==> src/rtl/spi_register_controller.sv <==
// SPI mode-0 target frame controller: decodes command/address/data bytes from
// synchronized SPI lines and sequences register-file writes and prefetched reads.
module spi_register_controller #(
  parameter int ADDR_WIDTH     = 7,
  parameter int AUTO_INCREMENT = 1
) (
  input  logic                  i_clk,
  input  logic                  i_reset,
  input  logic                  i_sck,
  input  logic                  i_sdi,
  input  logic                  i_cs,
  output logic                  o_sdo,
  output logic                  o_sdo_oe,
  output logic                  o_wr_en,
  output logic [ADDR_WIDTH-1:0] o_wr_addr,
  output logic [7:0]            o_wr_data,
  output logic                  o_rd_en,
  output logic [ADDR_WIDTH-1:0] o_rd_addr,
  input  logic [7:0]            i_rd_data,
  output logic                  o_frame_active,
  output logic                  o_frame_error
);

  typedef enum logic [1:0] {
    S_IDLE  = 2'd0,
    S_CMD   = 2'd1,
    S_WRITE = 2'd2,
    S_READ  = 2'd3
  } state_t;

  localparam logic [ADDR_WIDTH-1:0] ADDR_STEP = ADDR_WIDTH'(AUTO_INCREMENT);

  state_t                r_state;
  state_t                w_state_next;
  logic                  r_sck_q;
  logic                  r_armed;
  logic [2:0]            r_bit_cnt;
  logic [6:0]            r_rx_shift;
  logic [7:0]            r_tx_shift;
  logic                  r_rd_load;
  logic [ADDR_WIDTH-1:0] r_addr;
  logic                  r_sdo_oe;
  logic                  r_wr_en;
  logic [ADDR_WIDTH-1:0] r_wr_addr;
  logic [7:0]            r_wr_data;
  logic                  r_rd_en;
  logic [ADDR_WIDTH-1:0] r_rd_addr;
  logic                  r_frame_active;
  logic                  r_frame_error;

  logic                  w_sck_rise_raw;
  logic                  w_sck_rise;
  logic                  w_sck_fall;
  logic [7:0]            w_byte;
  logic                  w_byte_done;
  logic [2:0]            w_cnt_eff;
  logic [ADDR_WIDTH-1:0] w_addr_inc;

  assign w_sck_rise_raw = i_sck & ~r_sck_q;
  assign w_sck_rise     = w_sck_rise_raw & ~i_cs;
  assign w_sck_fall     = ~i_sck & r_sck_q & ~i_cs;
  assign w_byte         = {r_rx_shift, i_sdi};
  assign w_byte_done    = w_sck_rise & (r_bit_cnt == 3'd7);
  // A rise coinciding with cs going high may complete a byte; that is not a partial frame.
  assign w_cnt_eff      = r_bit_cnt + {2'b00, w_sck_rise_raw};
  assign w_addr_inc     = r_addr + ADDR_STEP;

  assign o_sdo          = r_tx_shift[7];
  assign o_sdo_oe       = r_sdo_oe;
  assign o_wr_en        = r_wr_en;
  assign o_wr_addr      = r_wr_addr;
  assign o_wr_data      = r_wr_data;
  assign o_rd_en        = r_rd_en;
  assign o_rd_addr      = r_rd_addr;
  assign o_frame_active = r_frame_active;
  assign o_frame_error  = r_frame_error;

  // Frame state register
  always_ff @(posedge i_clk) begin
    if (i_reset) begin
      r_state <= S_IDLE;
    end else begin
      r_state <= w_state_next;
    end
  end

  // Next-state decode; cs high always wins over a completing byte
  always_comb begin
    w_state_next = r_state;
    case (r_state)
      S_IDLE: begin
        if (!i_cs && r_armed) w_state_next = S_CMD;
        else                  w_state_next = S_IDLE;
      end
      S_CMD: begin
        if (i_cs)             w_state_next = S_IDLE;
        else if (w_byte_done) w_state_next = w_byte[7] ? S_WRITE : S_READ;
        else                  w_state_next = S_CMD;
      end
      S_WRITE, S_READ: begin
        if (i_cs) w_state_next = S_IDLE;
        else      w_state_next = r_state;
      end
      default: w_state_next = S_IDLE;
    endcase
  end

  // Shift registers, address tracking and registered strobes
  always_ff @(posedge i_clk) begin
    if (i_reset) begin
      r_sck_q        <= 1'b1;
      r_armed        <= 1'b0;
      r_bit_cnt      <= 3'd0;
      r_rx_shift     <= 7'd0;
      r_tx_shift     <= 8'd0;
      r_rd_load      <= 1'b0;
      r_addr         <= '0;
      r_sdo_oe       <= 1'b0;
      r_wr_en        <= 1'b0;
      r_wr_addr      <= '0;
      r_wr_data      <= 8'd0;
      r_rd_en        <= 1'b0;
      r_rd_addr      <= '0;
      r_frame_active <= 1'b0;
      r_frame_error  <= 1'b0;
    end else begin
      r_sck_q        <= i_sck;
      r_armed        <= r_armed | i_cs;
      r_sdo_oe       <= ~i_cs;
      r_frame_active <= (w_state_next != S_IDLE);
      r_wr_en        <= 1'b0;
      r_rd_en        <= 1'b0;
      r_frame_error  <= 1'b0;
      if (r_state == S_IDLE || i_cs) begin
        r_bit_cnt     <= 3'd0;
        r_tx_shift    <= 8'd0;
        r_rd_load     <= 1'b0;
        r_frame_error <= (r_state != S_IDLE) && i_cs && (w_cnt_eff != 3'd0);
      end else begin
        r_rd_load <= r_rd_en;
        if (w_sck_rise) begin
          r_rx_shift <= w_byte[6:0];
          r_bit_cnt  <= r_bit_cnt + 3'd1;
        end
        // The fall right after a byte boundary keeps the freshly loaded MSB on sdo
        if (r_rd_load) begin
          r_tx_shift <= i_rd_data;
        end else if (w_sck_fall && r_bit_cnt != 3'd0) begin
          r_tx_shift <= {r_tx_shift[6:0], 1'b0};
        end
        if (w_byte_done) begin
          case (r_state)
            S_CMD: begin
              r_addr <= w_byte[ADDR_WIDTH-1:0];
              if (!w_byte[7]) begin
                r_rd_en   <= 1'b1;
                r_rd_addr <= w_byte[ADDR_WIDTH-1:0];
              end
            end
            S_WRITE: begin
              r_wr_en   <= 1'b1;
              r_wr_addr <= r_addr;
              r_wr_data <= w_byte;
              r_addr    <= w_addr_inc;
            end
            S_READ: begin
              r_addr    <= w_addr_inc;
              r_rd_en   <= 1'b1;
              r_rd_addr <= w_addr_inc;
            end
            default: begin
              r_addr <= r_addr;
            end
          endcase
        end
      end
    end
  end

endmodule

==> config.mk <==
export PLATFORM = sky130hd
export DESIGN_NAME = spi_register_controller
export DESIGN_NICKNAME = d
export VERILOG_FILES = /design/src/rtl/spi_register_controller.sv
export SDC_FILE = /design/constraint.sdc
export NUM_CORES = 1
export LEC_CHECK = 0
export BUFFER_PORTS_ARGS = -buffer_cell sky130_fd_sc_hd__clkbuf_2
export CAP_MARGIN = 40
export CORE_MARGIN = 2
export CORE_UTILIZATION = 45
export CTS_CLUSTER_SIZE = 30
export DETAILED_ROUTE_END_ITERATION = 6
export PLACE_DENSITY = 0.68
export SETUP_SLACK_MARGIN = 0.5
export SYNTH_ARGS = -nofsm -noshare
export SYNTH_HDL_FRONTEND = slang
export SYNTH_SLANG_ARGS = --single-unit
==> constraint.sdc <==
create_clock -name i_clk -period 1.5 [get_ports i_clk]
set_input_delay 0.15 -clock i_clk [delete_from_list [all_inputs] [get_ports i_clk]]
set_output_delay 0.15 -clock i_clk [all_outputs]
set_load 0.02 [all_outputs]
==> results.py, run 1 <==
metrics = {
    "final_layout": {
        "antenna_cells": 0,
        "drive_gt1_share_pct": 43.1,
        "post-route-util_pct": 65.7,
        "final_cell_area_sq_um": 3600,
        "fill_cells": 442,
        "fin_nets": 362,
        "syn_to_final_growth_pct": 42.3,
    },
    "floorplanning": {
        "design.core.area_sq_um": 5470,
        "die_x_um": 78.9,
        "io_pins": 41,
        "die_h_um": 78.9,
        "row_count": 27,
        "initial_core_util_pct": 46.2,
        "die_area_sq_um": 6230,
    },
    "min_path": {
        "holdCritPathClass": "input port to flop",
        "hold_path_depth": 3,
        "hold_end": "r_tx_shift[0]",
        "min_from": "i_rd_data[0]",
    },
    "routing": {
        "route.detailed.wl_per_inst_um": 15.2,
        "drtPass1Iterations": 4,
        "post-route-drc-count": 0,
        "detail-route-antenna-nets": 0,
        "viasPerCell": 5.30,
        "drt_iter0_drc": 153,
        "wl_um": 6390,
        "via_count": 2228,
    },
    "setup_path": {
        "r2r-end": "r_addr[0]",
        "cp-end-kind": "flop",
        "crit_chain": "ha_4, ha_4, and3b_2, buf_6, a221oi_2",
        "start_kind": "flop",
        "critical_path.max_fanout": 7,
        "reg2reg_from": "r_bit_cnt[0]",
        "crit_family": "flip-flops",
        "cp_slowest_stage_delay_ns": 0.37,
        "critical_path_required_ns": 1.72,
        "critPathSlowestCell": "dfxtp_4",
        "arrival_ns": 1.71,
        "rrSetupSlack_ns": 0.02,
        "crit_buf_inv": 1,
        "reg2reg_depth": 5,
        "critical_path_class": "flop to flop",
        "cp_common_cell": "ha_4",
    },
    "clock_tree": {
        "htreeDepth": 3,
        "clkTransAtPathRegs_ns": 0.06,
        "cts_num_sinks": 57,
        "cts_hold_buf": 0,
        "worstSkewPairLatency_ns": 0.33,
        "cts_buffers": 9,
        "clock_tree.buffer_depth": 2,
        "cts_tree": "built",
        "root_buffer": "clkbuf_8",
    },
    "global_routing": {
        "antenna_found_initial": 0,
        "grt_max_degree": 21,
        "grt_pass1_wl_um": 9760,
        "grt_pass1_vias": 2074,
        "track_usage_pct": 20.1,
        "grt_overflow_total": 0,
    },
    "sta": {
        "relSlewSlack_pct": 74.1,
        "rsz0062_at_grt": "true",
        "worst_pin_slew_ns": 0.385,
        "skew_ns": 0.00836,
        "fin_setup_tns_ns": 0,
        "min_period_ns": 1.48,
        "hold_viol": 0,
        "slew_viol_final": 0,
        "fin_crit_sh_pct": 98.8,
        "setup_viol": 0,
        "fmax_mhz": 674,
    },
    "synthesis": {
        "yosysMostFrequentCell": "dfxtp_1",
        "synth_warnings": 0,
        "synth.area.top_cells": "dfxtp_1 45%, mux2i_1 12%, nor2_1 5.9%",
        "ys_async_sr_fraction_pct": 0,
        "synthXorXnorAreaFrac_pct": 1.73,
        "yosys_register_bits": 57,
        "yosysTopAreaCell": "dfxtp_1",
        "synth_mux_area_share_pct": 12.3,
        "synth_area_sq_um": 2530,
        "syn_area_per_cell_sq_um": 9.19,
        "synthAdderAreaFrac_pct": 2.97,
        "syn-num-nets": 294,
        "synth_top_family_by_area": "simple AND/OR/NAND/NOR gates",
        "synth_top_area_share_pct": 45.1,
        "synth_compound_area_share_pct": 13.2,
        "synthTopCellsByCount": "57 x dfxtp_1, 40 x nor2_1, 31 x mux2i_1",
        "ys_seq_area_share_pct": 45.1,
        "synth-simple-area-share_pct": 18.9,
        "synth_edf_count": 0,
        "synthFlopType": "dfxtp_1",
        "synth_cell_types": 44,
        "synthCells": 275,
    },
    "place": {
        "gp_congestion": 0.825,
        "hpwlAfterDp_um": 3870,
        "io_buffers": 40,
        "dpl_cell_area_sq_um": 2930,
    },
    "pwr": {
        "p_leak_nw": 1.59,
        "ir_drop_uv": 642,
        "p_per_area_nw_per_um2": 827,
        "power_w": 0.00297,
    },
    "run": {
        "cap_violations": 0,
    },
    "status": {
        "run_status": "finished, final reports clean",
    },
}
registers in the layout, indices dropped and copies added, names as in the netlist:
| name | cells |
|---|---|
| o_wr_data | 8 |
| o_frame_error | 1 |
| r_addr | 7 |
| r_bit_cnt | 3 |
| o_wr_en | 1 |
| r_sck_q | 1 |
| r_tx_shift | 8 |
| o_rd_addr | 7 |
| o_sdo_oe | 1 |
| o_wr_addr | 7 |
| r_rx_shift | 7 |
| r_armed | 1 |
| r_state | 2 |
| o_rd_en | 1 |
| r_rd_load | 1 |
| o_frame_active | 1 |
worst min-delay path, delay by kind of cell:
family | cells | cell delay, ns
AND/OR/NAND/NOR | 1 | 0.07
AO/OA/AOI/OAI | 1 | 0.05
buffers and inverters | 1 | 0.08
logic make-up after synthesis:
family | count (synthesis)
AND/OR/NAND/NOR | 92
flip-flops | 57
AO/OA/AOI/OAI | 56
multiplexers | 31
buffers and inverters | 28
adder cells (fa/ha/maj) | 6
XOR/XNOR | 5
repair_timing:
item	in CTS	in global routing
gates resized for setup	38	70
setup endpoints to repair	59	72
cloned	1	0
buffers inserted	11	9
pin swaps	15	16
worst max-delay path by stage:
stage          cells after the start         start  slack [ns]       endpoint
5_1_grt                            6       r_sck_q       -0.03   o_wr_data[4]
3_3_place_gp                       5     r_addr[0]        0.07   o_rd_addr[6]
2_1_floorplan                      7  r_bit_cnt[0]        0.13   o_wr_addr[2]
6_report                           5  r_bit_cnt[0]        0.02      r_addr[0]
3_5_place_dp                       5  r_bit_cnt[0]        0.05   o_rd_addr[5]
4_1_cts                            6       r_sck_q        0.09  r_rx_shift[6]
per-stage QoR:
step | worst slack, ns | instances | hold WS [ns]
floorplan | 0.125 | 275 | 0.257
global placement | 0.0675 | 383 | 0.390
detailed placement | 0.0506 | 383 | 0.401
CTS | 0.0917 | 411 | 0.0558
global route | -0.0286 | 420 | 0.0932
finish | 0.0173 | 420 | 0.0740
power by group:
part | switching, W | total, W | internal, W
sequential | 0.00000638 | 0.00152 | 0.00151
combinational | 0.0000660 | 0.000118 | 0.0000518
clock | 0.000566 | 0.00134 | 0.000775
layout make-up:
class / count / area (sq um) / share of cell area [%]
inverters: 8 / 32.5 / 0.905
multi-input cells: 191 / 1500 / 41.8
flip-flops and latches: 57 / 1180 / 32.8
repair buffers: 76 / 601 / 16.7
clock buffers: 14 / 183 / 5.08
well taps: 72 / 90.1 / 2.51
clock inverters: 2 / 10.0 / 0.278
routing by layer:
metal,GRT usage [%],routed length [um]
met3,4.66,341
met4,10.5,95
met1,25.7,2920
met2,31.5,3040
met5,0,0
layout by cell type, fill, tap and decap left out, drive strengths merged, types with 2 or more instances in the layout:
cell type and n:
clkbuf 36, nand2 16, dfxtp 57, nor2 40, xnor2 2, a21oi 23, nor2b 6, inv 8
a311o 2, nand4b 3, nand3 4, a211oi 3, xor2 3, or3 2, buf 54, a211o 3
nor3 6, nand2b 2, ha 6, and3b 2, clkinv 2, and2 3, nand4 2, mux2i 31
o21ai 19, or2 2
No activity file was read; power rests on OpenSTA's default activity.
==> run 2: changes to the inputs <==
--- a/config.mk
+++ b/config.mk
@@ -8,10 +8,11 @@
 export BUFFER_PORTS_ARGS = -buffer_cell sky130_fd_sc_hd__clkbuf_2
 export CAP_MARGIN = 40
 export CORE_MARGIN = 2
-export CORE_UTILIZATION = 45
+export CORE_UTILIZATION = 52
+export CTS_BUF_LIST = sky130_fd_sc_hd__clkbuf_4
 export CTS_CLUSTER_SIZE = 30
 export DETAILED_ROUTE_END_ITERATION = 6
-export PLACE_DENSITY = 0.68
+export PLACE_DENSITY = 0.77
 export SETUP_SLACK_MARGIN = 0.5
 export SYNTH_ARGS = -nofsm -noshare
 export SYNTH_HDL_FRONTEND = slang
==> run 2 against run 1 <==
  * Register-to-register slack about the same
  * Utilization increased by 15 points
  * Critical path depth grew 1
  * Clock power decreased by 31%
  * Sequential cell count unchanged
  * Maximum frequency shrank 0.35%
  * Largest power group unchanged
  * First-iteration DRC count increased by 35%
  * Combinational power rose by 13%
  * Worst setup slack worse by 0.0053 ns
==> results.py, run 2 (synthesis gave the netlist of run 1 again) <==
metrics = {
    "setup_path": {
        "arrival_ns": 1.80,
        "cp-end-kind": "flop",
        "cp-startpoint": "r_bit_cnt[1]",
        "start_kind": "flop",
        "rrSetupSlack_ns": 0.01,
        "critical_path.max_fanout": 7,
        "r2r-end": "r_addr[1]",
        "cp-endpoint": "r_addr[1]",
        "critical_path_required_ns": 1.81,
        "critical_path_class": "flop to flop",
        "reg2reg_from": "r_bit_cnt[1]",
        "reg2reg_depth": 6,
    },
    "sta": {
        "slew_viol_final": 0,
        "hold_viol": 0,
        "min_period_ns": 1.49,
        "worst_pin_slew_ns": 0.439,
        "setup_viol": 0,
        "fmax_mhz": 672,
        "fin_crit_sh_pct": 99.2,
        "skew_ns": 0.0158,
        "relSlewSlack_pct": 70.6,
        "rsz0062_at_grt": "true",
    },
    "place": {
        "hpwlAfterDp_um": 3890,
        "gp_congestion": 0.836,
        "io_buffers": 40,
        "dp_cells": 371,
    },
    "routing": {
        "drtPass1Iterations": 4,
        "viasPerCell": 5.73,
        "wl_um": 7200,
        "detail-route-antenna-nets": 0,
        "via_count": 2350,
        "post-route-drc-count": 0,
        "drt_iter0_drc": 206,
        "route.detailed.wl_per_inst_um": 17.6,
    },
    "pwr": {
        "power_frac_comb_pct": 5.2,
        "swShare_pct": 24.8,
        "ir_drop_uv": 630,
        "power_w": 0.00257,
        "pwr-share-clk_pct": 35.9,
        "p_seq_share_pct": 58.9,
        "switching_power_w": 0.000638,
        "p_int_w": 0.00193,
        "p_leak_nw": 1.65,
        "p_per_area_nw_per_um2": 675,
    },
    "floorplanning": {
        "row_count": 25,
        "die_h_um": 73.7,
        "die_area_sq_um": 5430,
        "die_x_um": 73.7,
        "design.core.area_sq_um": 4690,
        "initial_core_util_pct": 53.9,
        "io_pins": 41,
    },
    "clock_tree": {
        "htreeDepth": 3,
        "root_buffer": "clkbuf_4",
        "clkTransAtPathRegs_ns": 0.10,
        "cts_tree": "built",
        "cts_num_sinks": 57,
        "worstSkewPairLatency_ns": 0.41,
        "cts_buffers": 9,
        "clock_tree.buffer_depth": 2,
    },
    "global_routing": {
        "track_usage_pct": 25.5,
        "grt_pass1_wl_um": 10400,
        "antenna_found_initial": 0,
        "grt_max_degree": 16,
        "grt_overflow_total": 0,
        "grt_pass1_vias": 2279,
    },
    "status": {
        "run_status": "finished, final reports clean",
    },
    "final_layout": {
        "syn_to_final_growth_pct": 50.6,
        "final_common_cell": "nor2_1",
        "final_cell_mix": "38 x nor2_1, 29 x mux2i_1, 29 x buf_8, 29 x buf_4, 27 x dfxtp_2",
        "layoutNonFillerInstCount": 410,
        "drive_gt1_share_pct": 50.3,
        "fin_nets": 370,
        "antenna_cells": 0,
    },
    "min_path": {
        "holdCritPathClass": "input port to flop",
    },
    "run": {
        "cap_violations": 0,
    },
}
-- run 2: cell count changes in the layout (fill, tap and decap cells not counted), sizes merged --
cell         previous run  this run
clkbuf                 36        24
clkinv                  2         5
dlygate4sd3             0         2
buf                    54        69
-- run 2: worst min-delay path by stage --
stage,slack [ns],from,cells after the start,end
6_report,0.01,i_rd_data[7],3,r_tx_shift[7]
5_1_grt,0.004,i_rd_data[7],3,r_tx_shift[7]
4_1_cts,0.01,i_rd_data[7],3,r_tx_shift[7]
3_5_place_dp,0.40,i_sck,2,r_sck_q
3_3_place_gp,0.39,i_sck,2,r_sck_q
2_1_floorplan,0.26,i_sck,1,r_sck_q
-- run 2: routing by layer --
metal	track usage (%)	part of all wire, %	wire [um]
met5	0	0	0
met4	14.9	2.6	187
met3	6.04	4.7	338
met2	43.2	52	3710
met1	29.2	41	2960
-- run 2: per-stage QoR --
step	hold WS [ns]	utilization, %	setup WS, ns	area (sq um)	setup TNS (ns)
after CTS	0.0124	76.3	0.0653	3580	0
after detailed placement	0.404	63.0	-0.0585	2950	-0.0585
after global placement	0.391	63.0	0.0822	2950	0
after global routing	0.00361	81.1	-0.0178	3810	-0.0569
after floorplan	0.257	-	0.125	2650	0
final	0.0139	81.1	0.0121	3810	0
-- run 2: final cells by class --
class / count / area [sq um]
well taps: 54 / 67.6
clock inverters: 5 / 23.8
repair buffers: 84 / 888
inverters: 8 / 32.5
fillers: 259 / 885
flip-flops and latches: 57 / 1200
multi-input cells: 191 / 1510
clock buffers: 11 / 82.6
-- run 2: what timing repair did --
item / 4_1_cts / 5_1_grt
hold buffers: 2 / 0
setup buffers: 11 / 9
resized for setup: 119 / 57
pin swaps: 17 / 19
endpoints found under the setup margin: 82 / 82
cloned: 1 / 0
hold endpoints to repair: 2 / 0
-- run 2: power by group through the flow --
stage	Clock, W	Combinational, W	Sequential [W]
floorplan	0	0.0000508	0.00156
global placement	0	0.0000881	0.00156
detailed placement	0	0.0000892	0.00156
CTS	0.000926	0.000112	0.00152
global route	0.00101	0.000141	0.00152
finish	0.000922	0.000133	0.00151
-- run 2: worst max-delay path, cell delays in order, from the launching register on --
cell and delay (ns):
dfxtp_4 0.38, ha_4 0.14, ha_4 0.20, and3b_2 0.28, buf_6 0.15, nor2_1 0.06, a211oi_1 0.19
==> run 3: changes to the inputs <==
--- a/config.mk
+++ b/config.mk
@@ -7,12 +7,11 @@
 export LEC_CHECK = 0
 export BUFFER_PORTS_ARGS = -buffer_cell sky130_fd_sc_hd__clkbuf_2
 export CAP_MARGIN = 40
-export CORE_MARGIN = 2
-export CORE_UTILIZATION = 52
+export CORE_MARGIN = 5
+export CORE_UTILIZATION = 35
 export CTS_BUF_LIST = sky130_fd_sc_hd__clkbuf_4
 export CTS_CLUSTER_SIZE = 30
 export DETAILED_ROUTE_END_ITERATION = 6
-export PLACE_DENSITY = 0.77
 export SETUP_SLACK_MARGIN = 0.5
 export SYNTH_ARGS = -nofsm -noshare
 export SYNTH_HDL_FRONTEND = slang
==> run 3 against run 2 <==
  * Count of clock-buffer cells in the layout down 1
  * Non-clock buffer count rose by 5
  * Clock power shrank 3.6%
  * Cell count increased by 12%
  * Register-to-register slack better by 0.05 ns
  * Global-route usage is 10 points lower
  * Largest cell class unchanged
  * Worst setup slack better by 0.053 ns
  * Combinational power shrank 6%
  * Via count is 4.6% lower
  * Critical endpoint is now r_addr[0]
==> results.py, run 3 (synthesis gave the netlist of run 1 again) <==
metrics = {
    "global_routing": {
        "grt_max_degree": 23,
        "grt_pass1_vias": 2193,
        "antenna_found_initial": 0,
        "grt_overflow_total": 0,
        "grt_pass1_wl_um": 10600,
        "track_usage_pct": 15.4,
    },
    "setup_path": {
        "arrival_ns": 1.75,
        "start_kind": "flop",
        "reg2reg_from": "r_bit_cnt[1]",
        "cp-startpoint": "r_bit_cnt[1]",
        "cp-end-kind": "flop",
        "critical_path_required_ns": 1.81,
        "critical_path_class": "flop to flop",
        "critical_path.max_fanout": 6,
    },
    "final_layout": {
        "syn_to_final_growth_pct": 52.2,
        "antenna_cells": 0,
        "fill_cells": 694,
        "drive_gt1_share_pct": 49.3,
        "fin_nets": 375,
        "final_cell_mix": "37 x nor2_1, 32 x buf_4, 31 x mux2i_1",
        "final_common_cell": "nor2_1",
    },
    "pwr": {
        "ir_drop_uv": 519,
        "power_w": 0.00253,
        "p_leak_nw": 1.67,
        "p_per_area_nw_per_um2": 657,
    },
    "sta": {
        "fin_crit_sh_pct": 95.6,
        "worst_pin_slew_ns": 0.424,
        "rsz0062_at_grt": "true",
        "fin_ws_ns": 0.0653,
        "setup_viol": 0,
        "min_period_ns": 1.43,
        "relSlewSlack_pct": 71.7,
        "hold_viol": 0,
        "fmax_mhz": 697,
        "slew_viol_final": 0,
        "skew_ns": 0.00809,
        "fin_setup_tns_ns": 0,
    },
    "clock_tree": {
        "htreeDepth": 3,
        "cts_num_sinks": 57,
        "worstSkewPairLatency_ns": 0.40,
        "cts_tree": "built",
        "cts_buffers": 9,
        "clkTransAtPathRegs_ns": 0.10,
        "root_buffer": "clkbuf_4",
        "clock_tree.buffer_depth": 2,
    },
    "floorplanning": {
        "die_x_um": 95.0,
        "row_count": 31,
        "initial_core_util_pct": 35.4,
        "io_pins": 41,
        "die_area_sq_um": 9020,
        "design.core.area_sq_um": 7140,
        "die_h_um": 95.0,
    },
    "routing": {
        "detail-route-antenna-nets": 0,
        "drt_iter0_drc": 113,
        "post-route-drc-count": 0,
        "via_count": 2241,
        "route.detailed.wl_per_inst_um": 14.5,
        "drtPass1Iterations": 4,
        "wl_um": 6690,
        "viasPerCell": 4.87,
    },
    "run": {
        "cap_violations": 0,
    },
    "status": {
        "run_status": "finished, final reports clean",
    },
    "min_path": {
        "min_from": "i_rd_data[1]",
        "holdCritPathClass": "input port to flop",
    },
    "place": {
        "place_ws_ns": 0.00867,
        "gp_congestion": 0.813,
        "io_buffers": 40,
        "hpwlAfterDp_um": 4280,
    },
}
-- run 3: final cells by class --
class                           count  area [sq um]  area share [%]
Multi-Input combinational cell    191          1470            38.1
Timing Repair Buffer               89           915            23.8
Clock inverter                      6          26.3           0.683
Clock buffer                       10          75.1            1.95
Inverter                            8          32.5           0.846
Tap cell                           99           124            3.22
Sequential cell                    57          1210            31.4
-- run 3: per-layer routing --
layer	up-vias	share of wire, %	wire [um]	track usage (%)
met5	-	0	0	0
met4	0	1.4	93	5.77
met3	11	3.5	235	4.46
met2	41	51	3440	27.0
met1	1065	44	2920	17.6
li1	1124	-	-	-
-- run 3: final timing paths --
check / endpoint / slack, ns / cells past startpoint
setup reg to reg: r_addr[0] / 0.07 / 5
hold / removal: r_tx_shift[1] / 0.02 / 3
setup / recovery: r_addr[0] / 0.07 / 5
hold reg to reg: o_rd_addr[2] / 0.47 / 2
-- run 3: per-stage QoR --
step	cells	instance area (sq um)	hold WS [ns]	util, %
final	460	3850	0.0243	53.9
after global placement	419	3020	0.386	42.3
after global routing	460	3850	0.0256	53.9
after floorplan	275	2650	0.257	-
after detailed placement	419	3020	0.391	42.3
after CTS	450	3570	0.00522	50.0
-- run 3: power breakdown --
part	internal [W]	switching, W
clock network	0.000335	0.000555
logic	0.0000597	0.0000649
registers	0.00151	0.00000691
total	0.00190	0.000626
-- run 3: timing repair --
item	4_1_cts	5_1_grt
endpoints found under the hold margin	5	0
pin swaps	5	26
cloned	0	1
resized for setup	98	77
hold buffers	5	0
buffers inserted	10	9
endpoints found under the setup margin	82	82
-- run 3: critical path: stages, from the launching register on --
cell and delay (ns):
dfxtp_4 0.36, ha_4 0.16, ha_4 0.19, and3b_2 0.29, buf_6 0.15, a221oi_2 0.21
